## config.mk

```make
export PLATFORM = sky130hd
export DESIGN_NAME = ball_motion
export DESIGN_NICKNAME = d
export VERILOG_FILES = /design/src/rtl/ball_motion.sv
export SDC_FILE = /design/constraint.sdc
export NUM_CORES = 1
export LEC_CHECK = 0
export BUFFER_PORTS_ARGS = -buffer_cell sky130_fd_sc_hd__buf_2
export CAP_MARGIN = 25
export CORE_MARGIN = 4
export CORE_UTILIZATION = 30
export CTS_BUF_LIST = sky130_fd_sc_hd__clkbuf_4
export DETAILED_ROUTE_END_ITERATION = 10
export GPL_TIMING_DRIVEN = 0
export SKIP_CTS_REPAIR_TIMING = 1
export SYNTH_ARGS = -nofsm -noshare
export SYNTH_HDL_FRONTEND = slang
export SYNTH_SLANG_ARGS = --single-unit
```

## constraint.sdc

```tcl
create_clock -name sys_clk -period 10.2 [get_ports sys_clk]
set_clock_uncertainty 0.2 [all_clocks]
set_input_delay 2.04 -clock sys_clk [delete_from_list [all_inputs] [get_ports sys_clk]]
set_output_delay 2.04 -clock sys_clk [all_outputs]
set_load 0.01 [all_outputs]
```

## src/rtl/ball_motion.sv

```systemverilog
`timescale 1ns/1ps
// ball_motion: once per video frame, integrates latched tilt into velocity, moves the ball with
// wall probes against the map, and latches gameover on a goal cell. Optional macro: BALL_FRICTION_EN.
module ball_motion #(
    parameter int SCREEN_W    = 640,
    parameter int SCREEN_H    = 480,
    parameter int ICON_SIZE   = 16,
    parameter int VEL_MAX     = 7,
    parameter int START_X     = 16,
    parameter int START_Y     = 16,
    parameter int ACK_TIMEOUT = 15
) (
    input  logic       sys_clk,
    input  logic       sys_rst,
    input  logic       vert_sync,
    input  logic [7:0] accel_x,
    input  logic [7:0] accel_y,
    input  logic       accel_valid,
    output logic       map_req,
    output logic [9:0] map_addr_x,
    output logic [9:0] map_addr_y,
    input  logic       map_ack,
    input  logic [1:0] map_cell,
    output logic [9:0] ball_loc_X,
    output logic [9:0] ball_loc_Y,
    output logic       gameover
);
    localparam logic [9:0]        X_LIM   = 10'(SCREEN_W - ICON_SIZE);
    localparam logic [9:0]        Y_LIM   = 10'(SCREEN_H - ICON_SIZE);
    localparam logic [9:0]        HALF    = 10'(ICON_SIZE / 2);
    localparam logic [9:0]        EDGE    = 10'(ICON_SIZE - 1);
    localparam int                TW      = $clog2(ACK_TIMEOUT + 1);
    localparam logic [TW-1:0]     TO_LAST = TW'(ACK_TIMEOUT - 1);
    localparam logic signed [6:0] VPOS    = 7'(VEL_MAX);
    localparam logic signed [6:0] VNEG    = -VPOS;

    typedef enum logic [2:0] {IDLE, VEL, PROBE_X, PROBE_Y, GOAL, COMMIT} state_t;

    function automatic logic signed [4:0] sat_vel(input logic signed [6:0] s);
        if (s > VPOS) return VPOS[4:0];
        if (s < VNEG) return VNEG[4:0];
        return s[4:0];
    endfunction

    function automatic logic signed [4:0] vel_next(input logic signed [4:0] v,
                                                   input logic signed [7:0] a);
        logic signed [6:0] step;
        logic signed [6:0] sum;
        step = 7'(a >>> 4);
`ifdef BALL_FRICTION_EN
        if (step == 7'sd0) begin
            if (v > 5'sd0) return v - 5'sd1;
            if (v < 5'sd0) return v + 5'sd1;
            return v;
        end
`endif
        sum = $signed({{2{v[4]}}, v}) + step;
        return sat_vel(sum);
    endfunction

    function automatic logic [9:0] clamp_pos(input logic signed [10:0] c, input logic [9:0] hi);
        if (c < 11'sd0) return 10'd0;
        if (c > $signed({1'b0, hi})) return hi;
        return c[9:0];
    endfunction

    state_t            state_q;
    logic              vs_q;
    logic signed [7:0] ax_q, ay_q;
    logic signed [4:0] vx_q, vy_q;
    logic [9:0]        x_q, y_q, cand_q;
    logic [9:0]        loc_x_q, loc_y_q, addr_x_q, addr_y_q;
    logic              req_q, goal_q, over_q;
    logic [TW-1:0]     tmo_q;

    logic              frame_start;
    logic signed [4:0] axis_vel;
    logic [9:0]        axis_pos, axis_lim, cand_d, lead_d, addr_x_d, addr_y_d;
    logic signed [10:0] raw;
    logic              clamp_hit;

    assign frame_start = vs_q & ~vert_sync;

    // Shared candidate/clamp/leading-edge path for whichever axis is being probed.
    always_comb begin
        axis_pos  = (state_q == PROBE_Y) ? y_q : x_q;
        axis_vel  = (state_q == PROBE_Y) ? vy_q : vx_q;
        axis_lim  = (state_q == PROBE_Y) ? Y_LIM : X_LIM;
        raw       = $signed({1'b0, axis_pos}) + $signed({{6{axis_vel[4]}}, axis_vel});
        clamp_hit = (raw < 11'sd0) || (raw > $signed({1'b0, axis_lim}));
        cand_d    = clamp_pos(raw, axis_lim);
        lead_d    = (axis_vel > 5'sd0) ? cand_d + EDGE : cand_d;
        if (state_q == PROBE_Y) begin
            addr_x_d = x_q + HALF;
            addr_y_d = lead_d;
        end else begin
            addr_x_d = lead_d;
            addr_y_d = y_q + HALF;
        end
    end

    always_ff @(posedge sys_clk) begin
        vs_q <= vert_sync;
        if (sys_rst) begin
            state_q  <= IDLE;
            ax_q     <= '0;
            ay_q     <= '0;
            vx_q     <= '0;
            vy_q     <= '0;
            x_q      <= 10'(START_X);
            y_q      <= 10'(START_Y);
            loc_x_q  <= 10'(START_X);
            loc_y_q  <= 10'(START_Y);
            addr_x_q <= '0;
            addr_y_q <= '0;
            req_q    <= 1'b0;
            goal_q   <= 1'b0;
            over_q   <= 1'b0;
            tmo_q    <= '0;
        end else begin
            if (accel_valid) begin
                ax_q <= accel_x;
                ay_q <= accel_y;
            end
            case (state_q)
                IDLE: if (frame_start && !over_q) state_q <= VEL;
                VEL: begin
                    vx_q    <= vel_next(vx_q, ax_q);
                    vy_q    <= vel_next(vy_q, ay_q);
                    goal_q  <= 1'b0;
                    state_q <= PROBE_X;
                end
                PROBE_X, PROBE_Y: begin
                    if (!req_q) begin
                        if (clamp_hit) begin
                            if (state_q == PROBE_X) vx_q <= '0;
                            else vy_q <= '0;
                        end
                        if (cand_d != axis_pos) begin
                            req_q    <= 1'b1;
                            addr_x_q <= addr_x_d;
                            addr_y_q <= addr_y_d;
                            cand_q   <= cand_d;
                            tmo_q    <= '0;
                        end else begin
                            state_q <= (state_q == PROBE_X) ? PROBE_Y : GOAL;
                        end
                    end else if (map_ack || tmo_q == TO_LAST) begin
                        req_q   <= 1'b0;
                        state_q <= (state_q == PROBE_X) ? PROBE_Y : GOAL;
                        // Cells 00 and 10 are passable; 01, 11 and a timeout block the move.
                        if (map_ack && !map_cell[0]) begin
                            if (state_q == PROBE_X) x_q <= cand_q;
                            else y_q <= cand_q;
                        end else begin
                            if (state_q == PROBE_X) vx_q <= '0;
                            else vy_q <= '0;
                        end
                    end else begin
                        tmo_q <= tmo_q + 1'b1;
                    end
                end
                GOAL: begin
                    if (!req_q) begin
                        // A ball that did not move this frame sits on the same, non-goal cell.
                        if (x_q != loc_x_q || y_q != loc_y_q) begin
                            req_q    <= 1'b1;
                            addr_x_q <= x_q + HALF;
                            addr_y_q <= y_q + HALF;
                            tmo_q    <= '0;
                        end else begin
                            state_q <= COMMIT;
                        end
                    end else if (map_ack || tmo_q == TO_LAST) begin
                        req_q   <= 1'b0;
                        goal_q  <= map_ack && (map_cell == 2'b10);
                        state_q <= COMMIT;
                    end else begin
                        tmo_q <= tmo_q + 1'b1;
                    end
                end
                COMMIT: begin
                    loc_x_q <= x_q;
                    loc_y_q <= y_q;
                    over_q  <= over_q | goal_q;
                    state_q <= IDLE;
                end
                default: state_q <= IDLE;
            endcase
        end
    end

    assign map_req    = req_q;
    assign map_addr_x = addr_x_q;
    assign map_addr_y = addr_y_q;
    assign ball_loc_X = loc_x_q;
    assign ball_loc_Y = loc_y_q;
    assign gameover   = over_q;

endmodule

```

==> impl_metrics.env, run 1 <==
export IMPL_cts_tree="yes"
export IMPL_hpwl_um=16150
export IMPL_fmax_mhz=138.7
export IMPL_routedWlPerCell_um=17.24
export IMPL_critPathCaptureType="flip-flop"
export IMPL_synth_top_cell_by_area="dfxtp_1"
export IMPL_yosysTopAreaCellShare_pct=25.67
export IMPL_pwr_share_seq_pct=49.6
export IMPL_hp_class="reg -> reg"
export IMPL_maxCapViolations=0
export IMPL_fin_setup_tns_ps=0
export IMPL_drc=0
export IMPL_gp_congestion=0.9235
export IMPL_area_delta_synth_final_pct=10.96
export IMPL_max_slew_margin_rel_pct=36.07
export IMPL_p_comb_share_pct=25.5
export IMPL_switchingPower_mw=0.3015
export IMPL_synth_area_top_cells="dfxtp_1 26%, nand2_1 6.6%, mux2i_1 5.9%"
export IMPL_clkSinkCount=99
export IMPL_routed_wl_um=20770
export IMPL_min_path_cells=2
export IMPL_fin_crit_sh_pct=70.71
export IMPL_drt_vias_per_instance=5.237
export IMPL_cts_clk_slew_worst_paths_ps=180
export IMPL_fin_crit_ps=7212
export IMPL_yosysWarnings=0
export IMPL_io_buffers=55
export IMPL_coreArea_mm2=0.02271
export IMPL_power_per_cell_area_mw_per_mm2=108.1
export IMPL_synth_most_common_cell="nand2_1"
export IMPL_start_kind="flip-flop"
export IMPL_rr_worst_depth=25
export IMPL_num_rows=55
export IMPL_syn_area_per_cell_um2=8.184
export IMPL_crit_type="reg -> reg"
export IMPL_seq_area_frac_synth_pct=30.00
export IMPL_fp_dieH_um=160.1
export IMPL_syn_area_mm2=0.006940
export IMPL_reg2reg_setup_slack_ps=2990
export IMPL_slew_violations=0
export IMPL_p_int_mw=0.5313
export IMPL_cp_slowest_stage_delay_ps=580
export IMPL_syn_nets=898
export IMPL_grt_pass1_vias=6048
export IMPL_drt_iter0_markers=554
export IMPL_cts_buffers_inserted=9
export IMPL_io_pins=65
export IMPL_cp_arrival_ps=7430
export IMPL_finalHoldViolCount=0
export IMPL_outcome="completed"
export IMPL_critPathRequiredTime_ps=10410
export IMPL_clock_power_share_pct=24.9
export IMPL_ant_nets=0
export IMPL_p_leak_nw=3.321
export IMPL_insertion_delay_ps=510
export IMPL_grt_overflow=0
export IMPL_antenna_found_initial=1
export IMPL_synthFlopType="dfxtp_1"
export IMPL_slowest_stage="buf_1"
export IMPL_tightest_slew_ps=946.5
export IMPL_p_sw_share_pct=36.20
export IMPL_drive_gt1_share_pct=14.15
export IMPL_worst_path_max_fanout=10
export IMPL_via_count=6310
export IMPL_grt_max_degree=19
export IMPL_yosys_top_cells_count="122 x nand2_1, 89 x dfxtp_1, 75 x nor2_1"
export IMPL_synth_seq_cells=99
export IMPL_yosys_cell_types_count=87
export IMPL_synth_edf_count=10
export IMPL_synth_cells=848
export IMPL_nNetsFinal=964
export IMPL_rsz0062_at_grt="no"
export IMPL_htreeDepth=3
export IMPL_die_x_um=160.1
export IMPL_first_pass_iters=5
export IMPL_grt_first_pass_wirelength_um=32710
export IMPL_die_area_mm2=0.02563
export IMPL_initial_core_util_pct=30.56
export IMPL_power_mw=0.8328
export IMPL_ir_drop_mv=0.05884
export IMPL_root_buffer="clkbuf_4"
export IMPL_n_fill_cell=2412
export IMPL_clockBufferDepth=2
export IMPL_synth_async_reset_ratio_pct=0
export IMPL_setup_viol=0
export IMPL_grt_total_usage_pct=15.75
[through the flow]
stage	util [%]	cell area (um2)	hold slack, ps	worst slack, ps	std cells
after floorplan	-	6940	248.0	4225	848
after global placement	33.34	7572	253.0	3086	1188
after detailed placement	33.34	7572	254.7	3107	1188
after CTS	33.90	7699	279.0	3043	1204
after global routing	33.91	7701	300.2	2581	1205
final	33.91	7701	279.9	2988	1205
[layout by cell type, fill, tap and decap left out, types with 10 or more instances in the layout]
cell type	synthesis	layout
a211o_1	10	10
a21o_1	10	10
a21oi_1	71	71
buf_2	12	67
clkbuf_1	31	31
dfxtp_1	89	89
edfxtp_1	10	10
ha_1	24	24
inv_1	28	28
mux2i_1	41	41
nand2_1	122	122
nand3_1	24	24
nor2_1	75	75
nor2b_1	19	19
nor3_1	14	14
o21ai_0	38	38
o21ai_1	15	15
xnor2_1	33	33
xor2_1	29	29
[power groups by stage]
stage               clock network [mW]  registers, mW  logic (mW)
floorplan                            0          0.420       0.154
global placement                     0          0.421       0.208
detailed placement                   0          0.421       0.209
CTS                              0.211          0.413       0.210
global route                     0.227          0.415       0.232
finish                           0.207          0.413       0.213
[cell type report]
cell class / count / area (um2) / area share [%]
clock inverters: 7 / 58.81 / 0.7636
plain buffers: 53 / 244.0 / 3.168
inverters: 29 / 113.9 / 1.478
flip-flops and latches: 99 / 2082 / 27.03
clock buffers: 9 / 67.56 / 0.8773
repair buffers: 55 / 275.3 / 3.574
well taps: 285 / 356.6 / 4.630
diodes: 1 / 2.502 / 0.03249
multi-input cells: 667 / 4501 / 58.44
[per-layer routing]
metal  wire, um  share of wire, %  global-route usage, %
met3       1336               6.4                  2.194
met5          0                 0                      0
met2       9442                45                  25.09
met1       9459                46                  21.60
met4        533               2.6                  6.140
[final timing paths]
check | from | end
worst max-delay path | state_q[2] | map_addr_y[5]
worst min-delay path | map_addr_y[2] | map_addr_y[2]
worst max register to register | state_q[2] | map_addr_y[5]
worst min register to register | map_addr_y[2] | map_addr_y[2]
[sequential cells by signal (all words and copies together) (netlist names)]
name	flops
ball_loc_X	10
ball_loc_Y	10
cand_q	10
map_addr_x	10
map_addr_y	10
x_q	10
y_q	10
vx_q	5
vy_q	5
ax_q	4
ay_q	4
tmo_q	4
state_q	3
gameover	1
goal_q	1
map_req	1
vs_q	1
[worst max-delay path: cells and delay by family, from the launching register on]
| family | cells | cell delay (ps) |
|---|---|---|
| AOI/OAI and AO/OA | 7 | 1760 |
| xor gates and xnor gates | 1 | 210 |
| adders and majority gates | 2 | 600 |
| buffers and inverters | 6 | 1410 |
| DFF | 1 | 350 |
| muxes | 3 | 1020 |
| and+or+nand+nor | 6 | 1570 |
[kinds of logic after synthesis]
family,after synthesis,share of synthesized area (%)
xor+xnor,66,9.086
mux,47,7.175
fa+ha+maj,27,5.192
buf+inv,82,5.156
flops,99,30.00
compound gates,202,20.55
simple gates,325,22.84
(Power assumes the default switching activity.)
==> run 2, diff against run 1 <==
==> constraint.sdc (replaced) <==
create_clock -name sys_clk -period 6.9 [get_ports sys_clk]
set_clock_uncertainty 0.2 [all_clocks]
set_input_delay 1.38 -clock sys_clk [delete_from_list [all_inputs] [get_ports sys_clk]]
set_output_delay 1.38 -clock sys_clk [all_outputs]
set_load 0.01 [all_outputs]
==> run 2 against run 1 <==
  * Via count is the same
  * Design area grew 0.68%
  * Largest power group unchanged
  * Core utilization grew 0.23 points
  * Clock power grew 49%
  * Die area is the same
  * Global-route usage is the same
  * Critical path type unchanged
  * Critical path depth shrank 1
  * Highest routed layer unchanged
  * Register-to-register slack lost 2700 ps
  * Wire length is essentially flat
  * First-iteration DRC count grew 2.9%
  * Non-clock buffer count grew 3
  * Worst setup slack lost 2700 ps
==> impl_metrics.env, run 2 (synthesized netlist as in run 1, its figures left out) <==
export IMPL_p_leak_nw=3.347
export IMPL_area_delta_synth_final_pct=11.72
export IMPL_via_count=6310
export IMPL_max_slew_margin_rel_pct=40.05
export IMPL_num_rows=55
export IMPL_hp_class="reg -> reg"
export IMPL_tightest_slew_ps=887.6
export IMPL_ant_nets=0
export IMPL_routed_wl_um=20780
export IMPL_final_core_util_pct=34.14
export IMPL_die_area_mm2=0.02563
export IMPL_worst_path_max_fanout=10
export IMPL_htreeDepth=3
export IMPL_whs_ps=279.9
export IMPL_crit_type="reg -> reg"
export IMPL_grt_total_usage_pct=15.75
export IMPL_final_common_cell="nand2_1"
export IMPL_fin_setup_tns_ps=0
export IMPL_finalWorstSetupSlack_ps=306.8
export IMPL_gp_congestion=0.9235
export IMPL_coreArea_mm2=0.02271
export IMPL_first_pass_iters=8
export IMPL_place_inst=1188
export IMPL_die_x_um=160.1
export IMPL_critPathCaptureType="flip-flop"
export IMPL_antenna_found_initial=1
export IMPL_fmax_mhz=151.7
export IMPL_grt_overflow=0
export IMPL_fp_dieH_um=160.1
export IMPL_cts_buffers_inserted=9
export IMPL_dpl_cell_area_mm2=0.007572
export IMPL_fin_crit_ps=6593
export IMPL_ir_drop_mv=0.08739
export IMPL_rsz0062_at_grt="yes"
export IMPL_layout_common_cells="122 x nand2_1, 89 x dfxtp_1, 73 x nor2_1"
export IMPL_slew_violations=0
export IMPL_insertion_delay_ps=510
export IMPL_setup_viol=0
export IMPL_cts_clk_slew_worst_paths_ps=180
export IMPL_outcome="completed"
export IMPL_io_pins=65
export IMPL_finalNonFillerCells=1208
export IMPL_initial_core_util_pct=30.56
export IMPL_routedWlPerCell_um=17.20
export IMPL_clockBufferDepth=2
export IMPL_drc=0
export IMPL_hpwl_um=16150
export IMPL_maxCapViolations=0
export IMPL_n_fill_cell=2412
export IMPL_grt_max_degree=19
export IMPL_grt_first_pass_wirelength_um=32710
export IMPL_cp_arrival_ps=6810
export IMPL_drt_iter0_markers=570
export IMPL_drt_vias_per_instance=5.224
export IMPL_power_mw=1.234
export IMPL_start_kind="flip-flop"
export IMPL_drive_gt1_share_pct=15.08
export IMPL_dpl_worst_slack_ps=-192.5
export IMPL_io_buffers=55
export IMPL_power_per_cell_area_mw_per_mm2=159.1
export IMPL_root_buffer="clkbuf_4"
export IMPL_clkSinkCount=99
export IMPL_nNetsFinal=967
export IMPL_finalHoldViolCount=0
export IMPL_fin_crit_sh_pct=95.55
export IMPL_cts_tree="yes"
export IMPL_grt_pass1_vias=6048
export IMPL_final_cell_area_mm2=0.007754
export IMPL_critPathRequiredTime_ps=7110
==> run 2: cell count changes in the layout (fill, tap and decap cells not counted) <==
cell / previous run / this run
buf_4: 2 / 5
nor2_1: 75 / 73
nor2_2: 1 / 3
a21boi_1: 1 / 0
a21boi_4: 0 / 1
buf_1: 5 / 4
buf_2: 67 / 68
nor4_1: 6 / 5
nor4_2: 0 / 1
o21ai_0: 38 / 37
o21ai_1: 15 / 16
o2bb2ai_1: 1 / 0
o2bb2ai_2: 0 / 1
==> run 2: final cells by class <==
class	count	area (um2)	area share (%)
diodes	1	2.502	0.03227
plain buffers	53	245.2	3.163
clock buffers	9	67.56	0.8714
clock inverters	7	58.81	0.7584
inverters	29	113.9	1.468
multi-input cells	667	4529	58.42
flip-flops and latches	99	2082	26.85
well taps	285	356.6	4.599
repair buffers	58	297.8	3.841
==> run 2: metal layers <==
layer / vias up / global-route usage [%] / routed length (um)
met2: 192 / 25.09 / 9473
met5: - / 0 / 0
met4: 0 / 6.140 / 555
met3: 36 / 2.194 / 1206
li1: 3110 / - / -
met1: 2972 / 21.60 / 9541
==> run 2: path summary, 6_finish.rpt <==
| check | startpoint | endpoint | slack [ps] | depth (start not counted) |
|---|---|---|---|---|
| setup / recovery | state_q[2] | map_addr_y[5] | 310 | 24 |
| hold / removal | map_addr_y[2] | map_addr_y[2] | 280 | 2 |
| setup reg to reg | state_q[2] | map_addr_y[5] | 310 | 24 |
| hold reg to reg | map_addr_y[2] | map_addr_y[2] | 280 | 2 |
==> run 2: worst max-delay path: stages, from the launching register on <==
cell and delay, ps:
dfxtp_1 350, nand3b_1 210, buf_6 200, inv_6 110
buf_2 270, mux2i_1 410, inv_1 150, ha_1 380
a21o_1 190, a21oi_1 80, o21ai_1 270, a21oi_4 80
a22oi_1 180, xor2_1 350, ha_1 350, and4_1 190
nor4b_2 180, o31a_4 410, o211ai_1 310, o31ai_1 100
a211o_1 390, or4_1 540, buf_4 190, nand2_4 90
mux2_1 330
==> run 2: where the power goes <==
| group | internal [mW] | switching, mW | total, mW |
|---|---|---|---|
| registers | 0.598 | 0.0128 | 0.611 |
| logic | 0.108 | 0.207 | 0.315 |
| clock network | 0.0798 | 0.229 | 0.308 |
| total | 0.786 | 0.448 | 1.23 |
